--- src/rtl/stage_seq_pkg.sv ---
// Shared definitions for the stage sequencer: FSM state codes and default stage count.
package stage_seq_pkg;

  typedef logic [1:0] stage_seq_state_t;

  localparam stage_seq_state_t STAGE_SEQ_IDLE  = 2'd0;
  localparam stage_seq_state_t STAGE_SEQ_CLEAR = 2'd1;
  localparam stage_seq_state_t STAGE_SEQ_RUN   = 2'd2;
  localparam stage_seq_state_t STAGE_SEQ_HALT  = 2'd3;

  localparam int STAGE_SEQ_DEFAULT_STAGES = 5;

endpackage

--- src/rtl/stage_seq_stall_watchdog.sv ---
// Consecutive-stall counter with a sticky timeout flag; built only when
// STAGE_SEQ_STALL_WATCHDOG_EN is defined.
module stall_watchdog #(
  parameter int STALL_LIMIT = 255
) (
  input  logic clk,
  input  logic reset,
  input  logic stall_cycle,
  output logic hit,
  output logic timeout
);

  localparam int CNT_W = (STALL_LIMIT < 2) ? 1 : $clog2(STALL_LIMIT + 1);

  logic [CNT_W-1:0] cnt_q, cnt_d;
  logic             timeout_q, timeout_d;

  // hit fires on the STALL_LIMIT-th consecutive stall cycle
  always_comb begin
    hit       = stall_cycle && (cnt_q == CNT_W'(STALL_LIMIT - 1));
    cnt_d     = stall_cycle ? cnt_q + CNT_W'(1) : '0;
    timeout_d = timeout_q | hit;
  end

  always_ff @(posedge clk or posedge reset) begin
    if (reset) begin
      cnt_q     <= '0;
      timeout_q <= 1'b0;
    end else begin
      cnt_q     <= cnt_d;
      timeout_q <= timeout_d;
    end
  end

  assign timeout = timeout_q;

endmodule

--- src/rtl/stage_sequencer.sv ---
// One-hot stage token sequencer with stall, flush, stop-at-boundary and retire count.
// Optional stall watchdog: define STAGE_SEQ_STALL_WATCHDOG_EN.
module stage_sequencer
  import stage_seq_pkg::*;
#(
  parameter int NUM_STAGES  = STAGE_SEQ_DEFAULT_STAGES,
  parameter int COUNT_W     = 32,
  parameter int STALL_LIMIT = 255
) (
  input  logic                  clk,
  input  logic                  reset,
  input  logic                  run,
  input  logic [NUM_STAGES-1:0] stall,
  input  logic                  flush,
  output logic [NUM_STAGES-1:0] stage_wren,
  output logic                  stage_clear,
  output logic                  commit,
  output logic [NUM_STAGES-1:0] stage_onehot,
  output logic                  busy,
  output logic [COUNT_W-1:0]    instr_count,
  output logic                  stall_timeout
);

  localparam logic [NUM_STAGES-1:0] TOKEN_FIRST = {{(NUM_STAGES-1){1'b0}}, 1'b1};

  if (NUM_STAGES < 2 || STALL_LIMIT < 1) begin : g_bad_cfg
    $error("stage_sequencer: NUM_STAGES must be >= 2 and STALL_LIMIT >= 1");
  end

  stage_seq_state_t      state_q, state_d;
  logic [NUM_STAGES-1:0] token_q, token_d;
  logic [COUNT_W-1:0]    count_q, count_d;
  logic [NUM_STAGES-1:0] stage_wren_s;
  logic                  commit_s;
  logic                  stall_cur_s;
  logic                  wd_hit_s;

  // only the stall bit of the stage holding the token matters
  assign stall_cur_s = |(stall & token_q);

`ifdef STAGE_SEQ_STALL_WATCHDOG_EN
  logic stall_cycle_s;
  assign stall_cycle_s = (state_q == STAGE_SEQ_RUN) && !flush && stall_cur_s;

  stall_watchdog #(
    .STALL_LIMIT(STALL_LIMIT)
  ) u_stall_watchdog (
    .clk        (clk),
    .reset      (reset),
    .stall_cycle(stall_cycle_s),
    .hit        (wd_hit_s),
    .timeout    (stall_timeout)
  );
`else
  assign wd_hit_s      = 1'b0;
  assign stall_timeout = 1'b0;
`endif

  always_comb begin
    state_d      = state_q;
    token_d      = token_q;
    count_d      = count_q;
    stage_wren_s = '0;
    commit_s     = 1'b0;
    case (state_q)
      STAGE_SEQ_IDLE: begin
        token_d = TOKEN_FIRST;
        if (run) state_d = STAGE_SEQ_CLEAR;
        else     state_d = STAGE_SEQ_IDLE;
      end
      STAGE_SEQ_CLEAR: begin
        token_d = TOKEN_FIRST;
        state_d = STAGE_SEQ_RUN;
      end
      STAGE_SEQ_RUN: begin
        // flush outranks both stall and advance
        if (flush) begin
          token_d = TOKEN_FIRST;
          state_d = STAGE_SEQ_CLEAR;
        end else if (stall_cur_s) begin
          if (wd_hit_s) state_d = STAGE_SEQ_HALT;
          else          state_d = STAGE_SEQ_RUN;
        end else begin
          stage_wren_s = token_q;
          token_d      = {token_q[NUM_STAGES-2:0], token_q[NUM_STAGES-1]};
          if (token_q[NUM_STAGES-1]) begin
            commit_s = 1'b1;
            count_d  = count_q + COUNT_W'(1);
            if (!run) state_d = STAGE_SEQ_IDLE;
            else      state_d = STAGE_SEQ_RUN;
          end else begin
            state_d = STAGE_SEQ_RUN;
          end
        end
      end
      STAGE_SEQ_HALT: begin
        state_d = STAGE_SEQ_HALT;
      end
      default: begin
        state_d = STAGE_SEQ_IDLE;
        token_d = TOKEN_FIRST;
      end
    endcase
  end

  always_ff @(posedge clk or posedge reset) begin
    if (reset) begin
      state_q <= STAGE_SEQ_IDLE;
      token_q <= TOKEN_FIRST;
      count_q <= '0;
    end else begin
      state_q <= state_d;
      token_q <= token_d;
      count_q <= count_d;
    end
  end

  assign stage_wren   = stage_wren_s;
  assign commit       = commit_s;
  assign stage_clear  = (state_q == STAGE_SEQ_CLEAR);
  assign busy         = (state_q == STAGE_SEQ_CLEAR) || (state_q == STAGE_SEQ_RUN);
  assign stage_onehot = token_q;
  assign instr_count  = count_q;

endmodule

--- config.mk ---
export PLATFORM = sky130hd
export DESIGN_NAME = stage_sequencer
export DESIGN_NICKNAME = d
export VERILOG_FILES = /design/src/rtl/stage_seq_pkg.sv /design/src/rtl/stage_seq_stall_watchdog.sv /design/src/rtl/stage_sequencer.sv
export SDC_FILE = /design/constraint.sdc
export NUM_CORES = 1
export LEC_CHECK = 0
export CAP_MARGIN = 20
export CORE_ASPECT_RATIO = 1.5
export CORE_MARGIN = 8
export CORE_UTILIZATION = 47
export CTS_BUF_LIST = sky130_fd_sc_hd__clkbuf_16
export CTS_CLUSTER_DIAMETER = 50
export DETAILED_ROUTE_END_ITERATION = 7
export GPL_TIMING_DRIVEN = 0
export MAX_ROUTING_LAYER = met4
export PLACE_DENSITY = 0.79
export SLEW_MARGIN = 5
export SYNTH_ARGS = -nofsm -noshare
export SYNTH_HDL_FRONTEND = slang
export SYNTH_SLANG_ARGS = --single-unit
--- constraint.sdc ---
create_clock -name clk -period 2.7 [get_ports clk]
set_input_delay 0.54 -clock clk [delete_from_list [all_inputs] [get_ports clk]]
set_output_delay 0.54 -clock clk [all_outputs]
set_load 0.05 [all_outputs]
# ---- Word-level counts from Yosys, hierarchy flattened
# Index checks and enable logic that the tools add are counted.
dict set report word_totals {
  latchBits 0
  register_bits 39
  n_memories 0
  inputBits 9
  romBits 0
  elab_cells 34
  mem_bits_rw 0
}
dict set report op_classes {
  order_cmp 0
  shift 0
  bitwise 3
  mul 0
  n_eq_ne 4
  muxes 16
  n_reduce_logical 7
  add_sub_neg 1
  div 0
}
# operator n
set op_table {}
lappend op_table {{adder 32 x 1 -> 32 bit (second input constant)} 1}
lappend op_table {{two-way mux 5 bit} 5}
lappend op_table {{one-hot mux 5 bit (2 select lines)} 1}
lappend op_table {{two-way mux 2 bit} 4}
lappend op_table {{one-hot mux 2 bit (4 select lines)} 1}
lappend op_table {{bitwise AND 5 bit} 1}
lappend op_table {{two-way mux 1 bit} 5}
lappend op_table {{OR reduction 5 bit} 1}
lappend op_table {{== test 2 bit (second input constant)} 2}
lappend op_table {{AND reduction 4 bit} 1}
lappend op_table {{inequality test 3 bit (second input constant)} 1}
lappend op_table {{== test 2 x 1 -> 1 bit (second input constant)} 1}
lappend op_table {{logical NOT 2 bit} 1}
lappend op_table {{inverter 1 bit} 2}
lappend op_table {{AND reduction 2 bit} 1}
lappend op_table {{nonzero test 2 bit} 1}
lappend op_table {{OR reduction 2 bit} 1}
lappend op_table {{logical OR 1 bit} 1}

# ---- Logic depth before layout (Yosys ltp)
dict set report depth {
  depth_word 5
  ltp_mapped 8
  mapped_depth_nobuf 7
}

# ---- Worst setup path after synthesis
# Ideal clock, no wire load.
dict set report synth_timing {
  path_kind {flip-flop to output port}
  start {register token_q[1] (netlist: stage_onehot[1])}
  end {output stage_wren[0]}
  path_stages_with_launch 5
  n_path_buf 0
  t_arrival_ns 1.744
  required_time_ns 2.160
  slack_ns 0.416
  cell_sequence {dfrtp_1 -> a22oi_2 -> nand2_1 -> a21oi_1 -> and3_1}
}
dict set report synth_via {
  elab_chain_len 5
}
# element line
set synth_lines {}
lappend synth_lines {{from (decl)} stage_sequencer.sv:31} ;# logic [NUM_STAGES-1:0] token_q, token_d;
lappend synth_lines {{from (signal assigned)} stage_sequencer.sv:113} ;# token_q <= token_d;
lappend synth_lines {{bitwise AND 5 bit} stage_sequencer.sv:39} ;# assign stall_cur_s = |(stall & token_q);
lappend synth_lines {{OR reduction 5 bit} stage_sequencer.sv:39}
lappend synth_lines {{two-way mux 5 bit} stage_sequencer.sv:80} ;# end else if (stall_cur_s) begin
lappend synth_lines {{two-way mux 5 bit} stage_sequencer.sv:77} ;# if (flush) begin
lappend synth_lines {{two-way mux 5 bit} stage_sequencer.sv:65} ;# case (state_q)
lappend synth_lines {{to (decl)} stage_sequencer.sv:15} ;# output logic [NUM_STAGES-1:0] stage_wren,
# Every way passes these cells.

# ---- Final worst setup path
dict set report layout_timing {
  start {input stall[1]}
  end {output stage_wren[1]}
}
dict set report layout_via {
  elab_chain_len 5
}
# element line
set layout_lines {}
lappend layout_lines {{from (decl)} stage_sequencer.sv:13} ;# input logic [NUM_STAGES-1:0] stall,
lappend layout_lines {{bitwise AND 5 bit} stage_sequencer.sv:39}
lappend layout_lines {{OR reduction 5 bit} stage_sequencer.sv:39}
lappend layout_lines {{two-way mux 5 bit} stage_sequencer.sv:80}
lappend layout_lines {{two-way mux 5 bit} stage_sequencer.sv:77}
lappend layout_lines {{two-way mux 5 bit} stage_sequencer.sv:65}
# Every way passes these cells.

==> results.json <==
{
  "worstPathRequired_ns": 2.16,
  "postLayoutCoreUtil": 0.672,
  "leakagePower_uw": 0.00126,
  "clockRootBuffer": "clkbuf_16",
  "worstSkewPairLatency_ns": 0.28,
  "use_met3": 0.0335,
  "start_util": 0.482,
  "ant_nets": 0,
  "critPathMaxFanout": 6,
  "cp-end-kind": "output pin",
  "max_freq_mhz": 383,
  "antennaDiodeCount": 0,
  "track_usage": 0.145,
  "worst_slew_pin_slew_ns": 0.797,
  "grt_max_degree": 40,
  "critical_path_class": "in2out",
  "slew_headroom": 0.468,
  "drive_gt1_frac": 0.128,
  "synth_area_per_cell_um2": 11.4,
  "vdd_drop_max_v": 0.000624,
  "crit_buf_inv": 2,
  "syn2layout_area_growth_pct": 39.3,
  "routedWlPerCell_um": 15.6,
  "drv_cap": 0,
  "syn_inst": 166,
  "p_per_area_mw_per_mm2": 661,
  "finalSetupViolations": 0,
  "dp_hpwl_um": 3220,
  "synth_area_mm2": 0.00189,
  "synth_area_leaders": "dfrtp_1 50%, xnor2_1 11%, xor2_1 3.7%",
  "place_area_mm2": 0.00248,
  "numCtsBuffers": 5,
  "overflow": 0,
  "wl_um": 4250,
  "startpoint_type": "input pin",
  "die_area_mm2": 0.00636,
  "first_global_vias": 1537,
  "row_count": 28,
  "crit_family": "buffers and inverters",
  "port_buffers": 53,
  "finalCritPeriodShare": 0.967,
  "place.gp.congestion": 0.780,
  "die_w_um": 67.8,
  "die_y_um": 93.7,
  "hold_path.class": "reg2reg",
  "drc": 0,
  "rsz0062_at_grt": "false",
  "top_usage_layer": "met2",
  "tns_ns": 0,
  "cp_cell_sequence": "clkdlybuf4s50_1 > a22oi_2 > nand2_2 > a21oi_4 > and3_1 > buf_2",
  "holdBufCountCts": 0,
  "ys_types": 32,
  "drtIter0Drc": 80,
  "ys.warnings.count": 0,
  "coreArea_mm2": 0.00392,
  "tritoncts": "yes",
  "grtUsageMet2": 0.250,
  "finalPower_uw": 1740,
  "num-nets-final": 240,
  "hold-worst-slack_ns": 0.476,
  "cts.htree.levels": 2,
  "finClkSkew_ns": 0.00458,
  "vias": 1474,
  "cts_sinks": 39,
  "hold_viol": 0,
  "vias_per_cell": 5.42,
  "ys_seq_elements": 39,
  "status": "completed",
  "synth.largest_area_cell": "dfrtp_1",
  "grt_pass1_wl_um": 7110,
  "dr.pass1.iters": 4,
  "clockBufferDepth": 2,
  "stdcell_area_mm2": 0.00264,
  "arrival_ns": 2.07,
  "min_period_ns": 2.61,
  "grt_use_met1": 0.160,
  "seq_area_frac_synth": 0.516,
  "num_io_pins": 55,
  "synth_nets": 180,
  "worst_path_largest_cell_delay_ns": 0.41,
  "fill_cells": 309,
  "clk_pin_slew_ns": 0.06,
  "antenna_found_initial": 0,
  "slew_viol_final": 0,
  "cpMaxStageDelayCell": "clkdlybuf4s50_1",
  "synth_top_area_frac": 0.502
}
layout by cell type (no fill, tap or decap), types with 2 or more instances in the layout:
master / n
a21o_1: 4
a22oi_2: 2
and3_1: 11
and4_1: 5
buf_2: 4
buf_4: 3
clkbuf_16: 5
clkbuf_4: 3
clkdlybuf4s50_1: 47
dfrtp_1: 38
ha_1: 5
inv_1: 4
nand2_1: 14
nand3_1: 12
nand4_1: 8
nor2_1: 2
nor3_1: 5
nor4_4: 2
o21ai_0: 2
xnor2_1: 23
xor2_1: 8
cell families (layout without fill, tap and decap cells):
kind of cell / Yosys count / in the layout / share of synthesized area
XOR/XNOR: 31 / 31 / 0.143
flip-flops: 39 / 39 / 0.516
buffers and inverters: 9 / 70 / 0.0231
multiplexers: 1 / 1 / 0.00595
adder cells (fa/ha/maj): 5 / 5 / 0.0330
other: 1 / 1 / 0.00198
AND/OR/NAND/NOR: 67 / 67 / 0.225
AO/OA/AOI/OAI: 13 / 13 / 0.0516
power by group:
| part | leakage [uW] | total (uW) | internal (uW) | switching [uW] |
|---|---|---|---|---|
| sequential | 0.000538 | 660 | 621 | 39.6 |
| clock | 0.0000812 | 644 | 430 | 213 |
| combinational | 0.000640 | 439 | 145 | 295 |
registers in the layout, indices dropped and copies added (netlist names):
name and count:
instr_count 32, stage_onehot 5, state_q 2
routing by layer:
layer / vias to the layer above / wire (um)
li1: 703 / -
met5: - / 0
met3: 7 / 212
met2: 43 / 2310
met4: 0 / 65
met1: 721 / 1660
per-stage QoR:
| step | instances | worst slack (ns) |
|---|---|---|
| 2_1_floorplan | 166 | 0.416 |
| 3_3_place_gp | 264 | -0.609 |
| 3_5_place_dp | 264 | -0.615 |
| 4_1_cts | 272 | 0.000695 |
| 5_1_grt | 272 | 0.0184 |
| 6_report | 272 | 0.0883 |
final cells by class:
| cell class | count | area [um^2] | area share |
|---|---|---|---|
| clock inverters | 3 | 38.8 | 0.0147 |
| repair buffers | 53 | 508 | 0.193 |
| well taps | 45 | 56.3 | 0.0213 |
| inverters | 5 | 18.8 | 0.00712 |
| plain buffers | 4 | 27.5 | 0.0104 |
| clock buffers | 5 | 125 | 0.0474 |
| multi-input cells | 118 | 886 | 0.336 |
| flip-flops and latches | 39 | 977 | 0.370 |
path summary, 6_finish.rpt:
path,from,endpoint,slack [ns],depth (start not counted)
max,stall[1],stage_wren[1],0.09,6
min,instr_count[31]$_DFFE_PP0P_,instr_count[31]$_DFFE_PP0P_,0.48,1
max reg2reg,state_q[0]$_DFF_PP0_,instr_count[28]$_DFFE_PP0P_,0.57,7
min reg2reg,instr_count[31]$_DFFE_PP0P_,instr_count[31]$_DFFE_PP0P_,0.48,1
max in group asynchronous,reset,stage_onehot[2]$_DFFE_PP0P_,1.46,2
min in group asynchronous,reset,instr_count[25]$_DFFE_PP0P_,0.74,2
cell usage after synthesis:
cell,number
dfstp_2,1
and3_4,1
xnor2_1,23
nand2_1,15
and4_1,5
and3_1,11
conb_1,1
nand2b_1,1
xor2_1,8
nor2_1,2
o32ai_1,1
a22oi_2,2
nand3_1,12
nand4_1,8
o21ai_0,2
nor3_1,5
and2b_2,1
ha_1,5
a31oi_1,1
mux2_1,1
a21oi_1,2
nor4_4,2
a22oi_1,1
or2_1,1
inv_1,5
buf_2,2
buf_4,2
nand4_4,1
dfrtp_1,38
and2b_1,1
a21o_1,4
nor3_2,1
worst register-to-register path: stages, from the launching register on:
cell and delay, ns:
dfrtp_1 0.42, inv_1 0.10, ha_1 0.21, and2b_2 0.26, nand4_4 0.18, nor4_4 0.52
nand4_1 0.18, xnor2_1 0.16
what timing repair did:
action                                  CTS  global route
hold endpoints to repair                  0             0
setup buffers                             0             0
gates resized for setup                  31             6
endpoints found under the setup margin    6             6
pin swaps                                 0             0
Power figures use the tool's default switching activity.
